[src/rtl/mac_seq_accumulator.sv]
// mac_seq_accumulator: sequential shift-add multiply with wrapping accumulator and sticky overflow
module mac_ripple_add #(
  parameter int N = 20
) (
  input  logic [N-1:0] i_x,
  input  logic [N-1:0] i_y,
  output logic [N-1:0] o_sum,
  output logic         o_cout
);
  logic [N:0] w_c;
  assign w_c[0] = 1'b0;
  for (genvar i = 0; i < N; i++) begin : g_fa
    assign o_sum[i]  = i_x[i] ^ i_y[i] ^ w_c[i];
    assign w_c[i+1]  = (i_x[i] & i_y[i]) | (w_c[i] & (i_x[i] ^ i_y[i]));
  end
  assign o_cout = w_c[N];
endmodule

module mac_seq_accumulator #(
  parameter int WIDTH     = 8,
  parameter int ACC_WIDTH = 20
) (
  input  logic                 clk,
  input  logic                 rst_n,
  input  logic                 in_valid,
  output logic                 in_ready,
  input  logic [WIDTH-1:0]     a,
  input  logic [WIDTH-1:0]     b,
  input  logic                 clear,
  output logic [ACC_WIDTH-1:0] acc_out,
  output logic                 out_valid,
  output logic                 busy,
  output logic                 overflow
);
  localparam int PW = 2 * WIDTH;
  localparam int CW = $clog2(WIDTH) + 1;

  if (ACC_WIDTH < PW) begin : g_bad_width
    $error("ACC_WIDTH must be >= 2*WIDTH");
  end

  typedef enum logic [1:0] {S_IDLE, S_MUL, S_ACC} state_t;

  state_t               r_state, w_next;
  logic [PW-1:0]        r_mcand, r_prod;
  logic [WIDTH-1:0]     r_mplr;
  logic [CW-1:0]        r_cnt;
  logic                 r_clr_q, r_ovf, r_out_valid;
  logic [ACC_WIDTH-1:0] r_acc, w_add_x, w_add_y, w_sum;
  logic                 w_cout, w_accept, w_is_mul, w_is_acc;

  assign w_accept = r_state == S_IDLE && in_valid;
  assign w_is_mul = r_state == S_MUL;
  assign w_is_acc = r_state == S_ACC;

  // One shared ripple adder: partial-product add during MUL, accumulate during ACC
  assign w_add_x = w_is_acc ? r_acc : ACC_WIDTH'(r_prod);
  assign w_add_y = w_is_acc ? ACC_WIDTH'(r_prod) : (r_mplr[0] ? ACC_WIDTH'(r_mcand) : '0);

  mac_ripple_add #(.N(ACC_WIDTH)) u_add (
    .i_x    (w_add_x),
    .i_y    (w_add_y),
    .o_sum  (w_sum),
    .o_cout (w_cout)
  );

  // State register
  always_ff @(posedge clk or negedge rst_n)
    if (!rst_n) r_state <= S_IDLE;
    else        r_state <= w_next;

  // Next state: IDLE -> MUL on accept, MUL for WIDTH steps, ACC for one edge
  always_comb begin
    w_next = r_state;
    w_next = w_accept ? S_MUL :
             w_is_mul ? (r_cnt == CW'(WIDTH - 1) ? S_ACC : S_MUL) :
             w_is_acc ? S_IDLE : r_state;
  end

  // Operand latch, shift-add steps and accumulator update
  always_ff @(posedge clk or negedge rst_n)
    if (!rst_n) begin
      r_mcand     <= '0;
      r_mplr      <= '0;
      r_prod      <= '0;
      r_cnt       <= '0;
      r_clr_q     <= 1'b0;
      r_acc       <= '0;
      r_ovf       <= 1'b0;
      r_out_valid <= 1'b0;
    end else begin
      r_out_valid <= w_is_acc;
      if (w_accept) begin
        r_mcand <= PW'(a);
        r_mplr  <= b;
        r_prod  <= '0;
        r_clr_q <= clear;
        r_cnt   <= '0;
      end
      if (w_is_mul) begin
        r_prod  <= w_sum[PW-1:0];
        r_mcand <= r_mcand << 1;
        r_mplr  <= r_mplr >> 1;
        r_cnt   <= r_cnt + CW'(1);
      end
      if (w_is_acc) begin
        r_acc <= r_clr_q ? ACC_WIDTH'(r_prod) : w_sum;
        r_ovf <= !r_clr_q && (r_ovf || w_cout);
      end
    end

  assign in_ready  = r_state == S_IDLE;
  assign busy      = !in_ready;
  assign acc_out   = r_acc;
  assign out_valid = r_out_valid;
  assign overflow  = r_ovf;
endmodule

[config.mk]
export PLATFORM = sky130hd
export DESIGN_NAME = mac_seq_accumulator
export DESIGN_NICKNAME = d
export VERILOG_FILES = /design/src/rtl/mac_seq_accumulator.sv
export SDC_FILE = /design/constraint.sdc
export NUM_CORES = 1
export LEC_CHECK = 0
export BUFFER_PORTS_ARGS = -buffer_cell sky130_fd_sc_hd__buf_2
export CAP_MARGIN = 20
export CORE_MARGIN = 5
export CORE_UTILIZATION = 50
export CTS_BUF_LIST = sky130_fd_sc_hd__clkbuf_2 sky130_fd_sc_hd__clkbuf_4 sky130_fd_sc_hd__clkbuf_8
export CTS_CLUSTER_DIAMETER = 100
export DETAILED_ROUTE_END_ITERATION = 10
export PLACE_DENSITY_LB_ADDON = 0.05
export SLEW_MARGIN = 40
export SYNTH_ARGS = -nofsm -noshare
export SYNTH_HDL_FRONTEND = slang
export SYNTH_SLANG_ARGS = --single-unit
[constraint.sdc]
create_clock -name clk -period 22 [get_ports clk]
set_input_delay 0 -clock clk [delete_from_list [all_inputs] [get_ports clk]]
set_output_delay 0 -clock clk [all_outputs]
set_load 0.005 [all_outputs]
== Word level (Yosys, flattened, before mapping) ==
Index checks and enable logic that the tools add are counted.
W data, S select, Z words.

* Bitwise gates (word level): 97
* Add/sub/neg operators: 1
* Reduce and logical (&&, ||, !) cells: 8
* Equal/unequal tests: 3
* Mux-type cells: 16

{| class="wikitable"
|+ Operators by type and width
! operator !! count
|-
| $mux W16 || 6
|-
| $mux W20 || 2
|-
| $and A1 B1 Y1 || 35
|-
| $xor A1 B1 Y1 || 35
|-
| $or A1 B1 Y1 || 19
|-
| $mux W8 || 2
|-
| $mux W2 || 4
|-
| $mux W4 || 2
|-
| $add A4 B1 Y4 const B || 1
|-
| $and A1 B1 Y1 const B || 4
|-
| $eq A4 B3 Y1 const B || 1
|-
| $xor A1 B1 Y1 const B || 4
|-
| $reduce_bool A3 Y1 || 1
|-
| $eq A2 B1 Y1 const B || 1
|-
| $eq A2 B2 Y1 const B || 1
|-
| $logic_and A1 B1 Y1 || 2
|-
| $logic_not A1 Y1 || 2
|-
| $logic_not A2 Y1 || 1
|-
| $reduce_bool A2 Y1 || 1
|-
| $logic_or A1 B1 Y1 || 1
|}

* Flip-flop bits (word level): 69
* Output and inout port bits: 24

== Longest topological paths before layout ==
Gate-level depths: netlist of the first run.

* Depth after elaboration: 43
* Depth in mapped cells: 33
* Depth with buffers taken out: 30

== Cells and area by module ==
A second synthesis of the first run with hierarchy kept.

* Cells, all modules: 446
* Area, all modules: 3878.7 µm²

{| class="wikitable"
|+ Modules (own cells, without submodules)
! module !! cells an instance !! instances !! sequential area each (µm²) !! area each (µm²)
|-
| mac_seq_accumulator || 416 || 1 || 1726.7 || 3448.3
|-
| mac_ripple_add || 30 || 1 || 0.0 || 430.4
|}

== Worst setup path after synthesis of the first run ==
OpenSTA, ideal clock, no wires.

* Path type: flip-flop to flip-flop
* From: register r_state[0]
* To: register r_acc[19] (netlist: acc_out[19])
* Cell stages (with the launch flop): 34
* Period minus slack after synthesis: 8082 ps
* Library setup time: 117 ps
* Buffers on the path: 4
* Data required time: 21883 ps
* Slack: 13918 ps
* Arrival: 7965 ps
* Path through: dfrtp_1 buf_6 nand2b_1 buf_2 buf_2 buf_2 nand3_1 nand2_1 ha_1 fa_1 fa_1 fa_1 fa_1 inv_1 fa_1 inv_1 fa_1 fa_1 fa_1 fa_1 fa_1 fa_1 fa_1 fa_1 fa_1 inv_1 fa_1 inv_1 ha_1 ha_1 ha_1 ha_1 nand3b_1 nand2_1

* Word-level cells in the longest chain between the ends: 41
* Elaborated cells on any way between the ends: 79

{| class="wikitable"
|+ Ends and longest elaborated chain
! what !! line !! RTL
|-
| start: declaration || 44 || <nowiki>state_t r_state, w_next;</nowiki>
|-
| start signal: assignment || 70 || <nowiki>else r_state <= w_next;</nowiki>
|-
| $eq A2 B2 Y1 * || 54 || <nowiki>assign w_is_acc = r_state == S_ACC;</nowiki>
|-
| $mux W20 or $mux W16 (tied branches) || 57, 58 ||
|-
| $and A1 B1 Y1 or $xor A1 B1 Y1 (tied branches) || 14 || <nowiki>assign w_c[i+1] = (i_x[i] & i_y[i]) | (w_c[i] & (i_x[i] ^ i_y[i]));</nowiki>
|-
| $and A1 B1 Y1 || 14 ||
|-
| $or A1 B1 Y1 || 14 ||
|-
| $and A1 B1 Y1 || 14 ||
|-
| $or A1 B1 Y1 || 14 ||
|-
| $and A1 B1 Y1 || 14 ||
|-
| [... 25 more ...] || n/a ||
|-
| $and A1 B1 Y1 || 14 ||
|-
| $or A1 B1 Y1 || 14 ||
|-
| $and A1 B1 Y1 || 14 ||
|-
| $or A1 B1 Y1 || 14 ||
|-
| $and A1 B1 Y1 || 14 ||
|-
| $or A1 B1 Y1 || 14 ||
|-
| $xor A1 B1 Y1 || 13 || <nowiki>assign o_sum[i] = i_x[i] ^ i_y[i] ^ w_c[i];</nowiki>
|-
| $mux W20 || 107 || <nowiki>r_acc <= r_clr_q ? ACC_WIDTH'(r_prod) : w_sum;</nowiki>
|-
| end signal: assignment || 107 ||
|-
| end: declaration || 49 || <nowiki>logic [ACC_WIDTH-1:0] r_acc, w_add_x, w_add_y, w_sum;</nowiki>
|}

Mark *: on every way between the ends. The rest lies on a longest branch, timed or not.
A chain may end at the register's enable or synchronous reset.

== Worst setup path after layout of the first run ==
Ends and elaborated chain as after synthesis.

==> flow_summary.toml, run 1 <==
[grt]
grt_pass1_vias = 2935
grt_pass1_wl_mm = 14.2
grt_max_degree = 70
overflow = 0
grt_util_all_layers = 0.184
antenna_found_initial = 0

[hold_path]
hold_class = "primary input to asynchronous set/reset pin"

[timing]
max_slew.worst_pin.slew_ns = 0.676
setup_viol = 0
hold_violations = 0
finalCritPeriodShare = 0.414
report.final.slew_viol_count = 0
relSlewSlack = 0.549
max_freq_ghz = 0.110
layout_min_cycle_time_ns = 9.10
rsz0062_at_grt = "false"
clock_skew_ns = 0.00856
fin_tns_setup_ns = 0

[routing]
dr.max_layer_used = "met4"
via_count = 3049
drc = 0
met3_length_um = 340
drt_wl_total_mm = 8.21
wl_met1_mm = 3.98
met2WireLength_mm = 3.75
ant_nets = 0
drtPass1Iterations = 4
drtIter0Drc = 155
wire_per_inst_um = 14.1
vias_per_cell = 5.24

[die]
rows = 31
fp.dieW_um = 97.0
dieArea_mm2 = 0.00941
start_util = 0.516
io_pins = 44
core_area_mm2 = 0.00733
die_h_um = 97.0

[placement]
dpl-instance-area_mm2 = 0.00400
io_buffers = 43
place_congestion = 0.817
dp_hpwl_mm = 5.08
place_inst = 547

[worst_setup_path]
crit_path_max_incr_delay_ns = 0.51
r2r_start = "r_state[0]$_DFFE_PN0P_"
worst_ep_arrival_time_ns = 9.33
crit_start = "r_state[0]$_DFFE_PN0P_"
required_ns = 22.23
critPathMaxFanout = 68
cp_common_cell = "fa_1"
critPathCaptureType = "register"
cpLargestDelayFamily = "adder cells"
crit_buf_inv = 6
start_kind = "register"
critical_path_class = "register to register"
cp_slowest_cell = "buf_4"

[clocking]
cts_root_buf = "clkbuf_8"
ctsResizeCount = 0
clkLatencyLatePin_ns = 0.34
path_clk_slew_ns = 0.07
clk_path_buf_depth = 2
clkSinkCount = 69
cts_tree = "done"
cts.htree.levels = 3
cts_made_buffers = 9

[cells_and_area]
instances_no_fill = 582
final_nets = 519
stdcell_area_mm2 = 0.00441
nFillCells = 645
area_growth_syn_to_layout_pct = 16.5
drive_gt1_frac = 0.155
postLayoutCoreUtil = 0.601
antenna_cells = 0
multi_input_area_mm2 = 0.00187
ff_latch_area_mm2 = 0.00173

[power]
p_leak_uw = 0.00234
max-vdd-ir-drop_v = 0.0000924
p_per_area_mw_per_mm2 = 131
power.total_uw = 578

[logic_synthesis]
syn_area_per_cell_um2 = 8.72
synth-seq-area-share = 0.456
synth_top_area_cell = "dfrtp_1"
ys_seq_elements = 69
ys_warn_count = 0
syn_nets = 475
synthCells = 434
synth_top_area_share = 0.456
ys_top_cells_by_area = "dfrtp_1 46%, nand2_1 15%, fa_1 7.9%, nand3_1 6.3%, mux2i_1 4.5%"
synth_area_mm2 = 0.00378
yosysUniqueCellTypes = 33

[run_status]
status = "finished, final reports clean"

[run]
cap_viol_max_count = 0
worst reg2reg max path, delay by kind of cell, from the launching register on:
kind,cells,cell delay [ns]
flops,1,0.49
fa+ha+maj,20,6.72
buf+inv,6,1.24
simple gates,5,0.54
logic make-up (layout without fill, tap and decap cells):
logic type / count (synthesis) / after routing / synth area share
adder cells (fa/ha/maj): 21 / 21 / 0.0992
flip-flops: 69 / 69 / 0.456
multiplexers: 17 / 17 / 0.0450
AO/OA/AOI/OAI: 47 / 47 / 0.0787
AND/OR/NAND/NOR: 239 / 239 / 0.269
buffers and inverters: 41 / 90 / 0.0516
worst paths after layout:
| path | end | slack (ns) | cells after the start |
|---|---|---|---|
| min in group clk | r_clr_q$_DFFE_PN0P_ | 0.40 | 4 |
| setup / recovery | acc_out[19]$_DFFE_PN0N_ | 12.90 | 31 |
| hold reg to reg | r_cnt[3]$_DFFE_PN0P_ | 0.48 | 1 |
| hold / removal | acc_out[18]$_DFFE_PN0N_ | 0.29 | 3 |
| setup reg to reg | acc_out[19]$_DFFE_PN0N_ | 12.90 | 31 |
| max in group asynchronous | r_clr_q$_DFFE_PN0P_ | 21.26 | 3 |
state kept, by name (all words and copies together), names as in the netlist:
register / flops
acc_out: 20
r_prod: 16
r_clr_q: 1
r_mcand: 16
r_mplr: 8
r_state: 2
r_cnt: 4
out_valid: 1
overflow: 1
synthesized netlist by cell type:
master / number
a21o_1: 1
a21oi_1: 8
a22oi_1: 7
a31oi_1: 1
and2_1: 4
and3_1: 2
buf_1: 2
buf_2: 20
buf_6: 2
clkbuf_1: 9
clkbuf_2: 1
dfrtp_1: 69
fa_1: 15
ha_1: 6
inv_1: 6
inv_2: 1
mux2i_1: 17
nand2_1: 155
nand2b_1: 2
nand3_1: 48
nand3b_1: 4
nand4_1: 1
nor2_1: 17
nor2b_1: 2
nor3b_1: 1
nor3b_2: 1
o21a_1: 1
o21ai_0: 21
o21ba_2: 1
o22ai_1: 3
o22ai_2: 4
or2_2: 1
or3b_1: 1
per-stage QoR:
| step | setup WS, ns | hold WS, ns |
|---|---|---|
| floorplan | 13.92 | -0.296 |
| global placement | 13.01 | 0.196 |
| detailed placement | 12.93 | 0.154 |
| CTS | 12.89 | 0.313 |
| global route | 12.40 | 0.367 |
| finish | 12.90 | 0.294 |
cells in the final DEF (no fill, tap or decap), types with 2 or more instances in the layout:
cell / synthesis / layout
ha_1: 6 / 6
nand3_1: 48 / 48
o21ai_0: 21 / 21
nor2_1: 17 / 17
inv_1: 6 / 6
dlygate4sd3_1: 0 / 19
nand3b_1: 4 / 4
and3_1: 2 / 2
clkbuf_8: 0 / 12
o22ai_1: 3 / 3
buf_2: 20 / 43
and2_1: 4 / 4
fa_1: 15 / 15
a21oi_1: 8 / 8
o22ai_2: 4 / 4
nand2_1: 155 / 155
a22oi_1: 7 / 7
buf_4: 0 / 4
mux2i_1: 17 / 17
dfrtp_1: 69 / 68
timing repair:
item / in CTS / in global routing
endpoints found under the hold margin: 87 / 0
hold buffers: 19 / 0
buffers inserted: 0 / 0
cell type report:
| type | instances | share of cell area |
|---|---|---|
| clock buffers | 13 | 0.0392 |
| clock inverters | 3 | 0.00965 |
| inverters | 7 | 0.00596 |
| multi-input cells | 324 | 0.424 |
| flip-flops and latches | 69 | 0.392 |
| well taps | 99 | 0.0281 |
| repair buffers | 67 | 0.101 |
metal layers:
layer,track usage,vias up
met5,0,-
met4,0.0799,0
met3,0.0367,10
met2,0.274,57
met1,0.259,1474
li1,-,1508
power by group:
part           total [uW]  internal (uW)  switching [uW]
clock network         110           62.8            47.1
logic                 236           99.6             136
registers             232            179            53.7
(Power assumes the default switching activity.)
==> run 2: changes to the inputs <==
ABC_AREA = 1   (was not set)
clock period = 9.2 ns   (was 22 ns; I/O delays follow)
==> run 2 against run 1 <==
Sequential power up 110%. Total power is 110% higher. Global-route usage up 0.21 points. Largest cell class unchanged. Critical path type unchanged. Count of clock-buffer cells in the layout unchanged. Clock skew down 0.0012 ns. Hold slack worse by 0.26 ns. Cell area is 1.2% lower.
==> flow_summary.toml, run 2 <==
[worst_setup_path]
start_kind = "register"
cp_common_cell = "fa_1"
crit_buf_inv = 6
required_ns = 9.41
crit_path_max_incr_delay_ns = 0.49
critical_path_cell_count = 31
worst_ep_arrival_time_ns = 8.75
cp_slowest_cell = "fa_1"
r2r_cells = 31
cpLargestDelayFamily = "adder cells"
critPathMaxFanout = 18
critical_path_class = "register to register"
critPathCaptureType = "register"

[logic_synthesis]
async_flop_share = 1.00
syn_area_per_cell_um2 = 8.40
synth_edf_count = 0
synth_top_flop_cell = "dfrtp_1"
yosysUniqueCellTypes = 24
ys_top_cells_by_area = "dfrtp_1 45%, nand2_1 17%, fa_1 7.9%, nand3_1 5.8%, o21ai_0 4.3%"
ys_warn_count = 0
synth-seq-area-share = 0.452
synth_common_cells = "172 x nand2_1, 69 x dfrtp_1, 44 x nand3_1"
synth_area_mm2 = 0.00382
synth_top_area_cell = "dfrtp_1"
synth_top_area_share = 0.452
synthCells = 455
ys_seq_elements = 69
syn_nets = 496
synth.most_common_cell = "nand2_1"

[routing]
drtPass1Iterations = 4
drt_wl_total_mm = 8.18
drc = 0
drtIter0Drc = 174
via_count = 3085
vias_per_cell = 5.07
wire_per_inst_um = 13.5
ant_nets = 0

[placement]
dpl-instance-area_mm2 = 0.00399
place_congestion = 0.799
dp_slack_ns = 0.685
place_inst = 574
io_buffers = 43
dp_hpwl_mm = 5.33

[cells_and_area]
final_nets = 546
stdcell_area_mm2 = 0.00436
nFillCells = 681
largest_reg_flops = 20
final_common_cell = "nand2_1"
area_growth_syn_to_layout_pct = 14.1
layout_common_cells = "172 x nand2_1, 69 x dfrtp_1, 44 x nand3_1, 43 x buf_2, 33 x o21ai_0"
antenna_cells = 0
drive_gt1_frac = 0.151
instances_no_fill = 608

[clocking]
ctsResizeCount = 0
cts_made_buffers = 9
path_clk_slew_ns = 0.07
cts.htree.levels = 3
cts_tree = "done"
clkLatencyLatePin_ns = 0.34
cts_setup_buffers = 0
clk_path_buf_depth = 2
cts_root_buf = "clkbuf_8"
clkSinkCount = 69

[hold_path]
hold_class = "primary input to register"
hold_depth = 3

[grt]
grt_util_all_layers = 0.186
grt_pass1_wl_mm = 14.5
antenna_found_initial = 0
overflow = 0
grt_pass1_vias = 2906
grt_max_degree = 70

[timing]
relSlewSlack = 0.589
finalCritPeriodShare = 0.928
layout_setup_ws_ns = 0.666
hold_violations = 0
report.final.slew_viol_count = 0
max_freq_ghz = 0.117
max_slew.worst_pin.slew_ns = 0.616
fin_tns_setup_ns = 0
clock_skew_ns = 0.00738
layout_min_cycle_time_ns = 8.53
setup_viol = 0
rsz0062_at_grt = "false"

[die]
core_area_mm2 = 0.00733
dieArea_mm2 = 0.00949
die_h_um = 97.4
fp.dieW_um = 97.4
io_pins = 44
start_util = 0.521
rows = 31

[power]
max-vdd-ir-drop_v = 0.000128
p_leak_uw = 0.00223
p_per_area_mw_per_mm2 = 284

[run]
cap_viol_max_count = 0

[run_status]
status = "finished, final reports clean"
## run 2: changes by cell type after synthesis, sizes merged, moves of 5 or more
| cell | change |
|---|---|
| o21ai | +41 |
| inv | +25 |
| nand2 | +18 |
| mux2i | -17 |
| o211ai | +14 |
| nor2 | -10 |
| a21oi | -7 |
| a22oi | -7 |
| o22ai | -7 |
| clkbuf | -5 |
## run 2: worst paths after layout
check                                  startpoint                      end  slack, ns
max reg2reg                r_state[1]$_DFFE_PN0P_  acc_out[19]$_DFFE_PN0N_       0.67
min                                      in_valid    r_mplr[7]$_DFFE_PN0P_       0.04
max                        r_state[1]$_DFFE_PN0P_  acc_out[19]$_DFFE_PN0N_       0.67
min in group asynchronous                   rst_n     overflow$_DFFE_PN0N_       0.29
max in group asynchronous                   rst_n     r_cnt[3]$_DFFE_PN0P_       8.48
min reg2reg                 r_mplr[7]$_DFFE_PN0P_    r_mplr[7]$_DFFE_PN0P_       0.48
## run 2: worst min-delay path, delay by kind of cell
kind	cells	cell delay, ns
AND/OR/NAND/NOR	2	0.16
buffers and inverters	1	0.18
## run 2: through the flow
| stage | power, uW | hold WS (ns) | utilization |
|---|---|---|---|
| final | 1240 | 0.0376 | 0.594 |
| after global routing | 1360 | 0.0489 | 0.594 |
| after floorplan | 892 | -0.296 | - |
| after global placement | 1010 | 0.242 | 0.544 |
| after CTS | 1240 | 0.0239 | 0.592 |
| after detailed placement | 1010 | 0.146 | 0.544 |
## run 2: report_power, final
part	leakage [uW]	internal (uW)	switching [uW]
combinational	0.00124	190	329
sequential	0.000892	417	80.7
clock	0.0000935	112	107
## run 2: routing by layer
layer,share of wire,track usage,vias up
li1,-,-,1563
met1,0.51,0.281,1455
met2,0.44,0.259,63
met3,0.050,0.0409,4
met4,0.0076,0.0692,0
met5,0,0,-
## run 2: cells by family (layout without fill, tap and decap cells)
logic type / after synthesis / count (layout) / synth area share
AO/OA/AOI/OAI: 78 / 78 / 0.118
buffers and inverters: 61 / 115 / 0.0881
adder cells (fa/ha/maj): 21 / 21 / 0.0983
flip-flops: 69 / 69 / 0.452
AND/OR/NAND/NOR: 226 / 226 / 0.244
## run 2: cell type report
class,instances,area (um2),area share
inverters,32,120,0.0276
multi-input cells,325,1760,0.403
flip-flops and latches,69,1730,0.396
clock inverters,2,10.0,0.00230
clock buffers,13,160,0.0368
well taps,99,124,0.0284
repair buffers,68,459,0.105
## run 2: what timing repair did
action,CTS,global route
hold endpoints to repair,86,0
hold buffers,18,0
setup endpoints to repair,0,0
==> run 3: changes to the inputs <==
CORE_UTILIZATION = 55   (was 50)
clock period = 10.7 ns   (was 9.2 ns; I/O delays follow)
==> run 3 against run 2 <==
Clock power about the same. Sequential power decreased by 9.0%. Sequential share of layout area is 0.097 points higher. Critical path type unchanged. Largest cell class unchanged. Largest power group is now registers. Highest routed layer unchanged.
==> flow_summary.toml, run 3 (synthesized netlist as in run 2, its figures left out) <==
[run_status]
status = "finished, final reports clean"

[die]
rows = 30
start_util = 0.562
die_h_um = 93.3
fp.dieW_um = 93.3
core_area_mm2 = 0.00679
io_pins = 44
dieArea_mm2 = 0.00871

[hold_path]
hold_class = "primary input to register"

[routing]
drt_wl_total_mm = 8.04
vias_per_cell = 5.09
drc = 0
drtPass1Iterations = 4
drtIter0Drc = 237
via_count = 3059
wire_per_inst_um = 13.4
ant_nets = 0

[cells_and_area]
multi_input_area_mm2 = 0.00176
instances_no_fill = 601
largest_reg_flops = 20
area_growth_syn_to_layout_pct = 13.9
nFillCells = 598
antenna_cells = 0
postLayoutCoreUtil = 0.640
drive_gt1_frac = 0.147
ff_latch_area_mm2 = 0.00173
stdcell_area_mm2 = 0.00435
final_common_cell = "nand2_1"
layout_common_cells = "172 x nand2_1, 68 x dfrtp_1, 44 x nand3_1, 43 x buf_2, 33 x o21ai_0"
final_nets = 541

[clocking]
cts_root_buf = "clkbuf_8"
cts_tree = "done"
clkSinkCount = 69
ctsResizeCount = 0
path_clk_slew_ns = 0.08
cts_made_buffers = 9
cts.htree.levels = 3
clk_path_buf_depth = 2
hold_buffers = 18
clkLatencyLatePin_ns = 0.35
cts_setup_buffers = 0

[worst_setup_path]
crit_path_max_incr_delay_ns = 0.58
cp_slowest_cell = "dfrtp_1"
required_ns = 10.90
critPathCaptureType = "register"
worst_ep_arrival_time_ns = 9.39
cp_common_cell = "fa_1"
start_kind = "register"
cpLargestDelayFamily = "adder cells"
critical_path_class = "register to register"
crit_buf_inv = 6
critPathMaxFanout = 61

[grt]
grt_pass1_wl_mm = 14.3
grt_max_degree = 70
antenna_found_initial = 0
grt_pass1_vias = 2913
overflow = 0
grt_util_all_layers = 0.209

[timing]
relSlewSlack = 0.474
hold_violations = 0
layout_min_cycle_time_ns = 9.19
clock_skew_ns = 0.00785
fin_tns_setup_ns = 0
setup_viol = 0
max_slew.worst_pin.slew_ns = 0.788
finalCritPeriodShare = 0.859
max_freq_ghz = 0.109
rsz0062_at_grt = "false"
report.final.slew_viol_count = 0

[power]
power.total_uw = 1080
max-vdd-ir-drop_v = 0.000113
p_per_area_mw_per_mm2 = 248
p_leak_uw = 0.00221

[placement]
dp_hpwl_mm = 5.20
place_inst = 567
place_congestion = 0.808
dpl-instance-area_mm2 = 0.00396
io_buffers = 43

[run]
cap_viol_max_count = 0
[run 3: changes by cell type in the layout (fill, tap and decap cells not counted)]
cell        before  now
buf_4            5    1
buf_8            1    0
bufinv_16        0    1
clkbuf_4         3    0
clkbuf_8        10   11
clkinv_2         2    1
clkinv_4         0    1
clkinvlp_4       0    2
dfrtp_1         69   68
dfrtp_2          0    1
[run 3: report_power, final]
group          internal, uW  switching (uW)  total, uW  leakage, uW
Sequential              358            94.9        453     0.000891
Clock                   120             100        221     0.000102
Combinational           153             251        404      0.00122
[run 3: final timing paths]
kind	start	to	slack, ns	depth (start not counted)
min reg2reg	r_mplr[7]$_DFFE_PN0P_	r_mplr[7]$_DFFE_PN0P_	0.48	2
min in group asynchronous	rst_n	overflow$_DFFE_PN0N_	0.27	3
max	r_state[0]$_DFFE_PN0P_	overflow$_DFFE_PN0N_	1.51	31
max reg2reg	r_state[0]$_DFFE_PN0P_	overflow$_DFFE_PN0N_	1.51	31
max in group asynchronous	rst_n	r_clr_q$_DFFE_PN0P_	9.96	3
min	in_valid	r_mplr[7]$_DFFE_PN0P_	0.03	3
[run 3: layout make-up]
cell class                      instances  share of cell area
Timing Repair Buffer                   63              0.0952
Clock buffer                           11              0.0348
Inverter                               32              0.0276
Multi-Input combinational cell        325               0.404
Clock inverter                          5              0.0135
Sequential cell                        69               0.397
Tap cell                               96              0.0276
[run 3: routing by layer]
layer / GRT usage / vias to the layer above / part of all wire
li1: - / 1554 / -
met4: 0.0818 / 0 / 0.0081
met2: 0.307 / 84 / 0.45
met5: 0 / - / 0
met1: 0.307 / 1415 / 0.48
met3: 0.0370 / 6 / 0.054
[run 3: stage by stage]
stage	hold slack (ns)	worst slack, ns
after floorplan	-0.296	2.80
after global placement	0.247	1.64
after detailed placement	0.148	1.52
after CTS	0.0206	1.48
after global routing	0.0426	0.955
final	0.0270	1.51
[run 3: worst register-to-register path, delay by kind of cell, from the launching register on]
kind | cells | cell delay, ns
and+or+nand+nor | 2 | 0.36
adders and majority gates | 20 | 6.63
AOI/OAI and AO/OA | 3 | 0.31
DFF | 1 | 0.58
buffers and inverters | 6 | 1.18
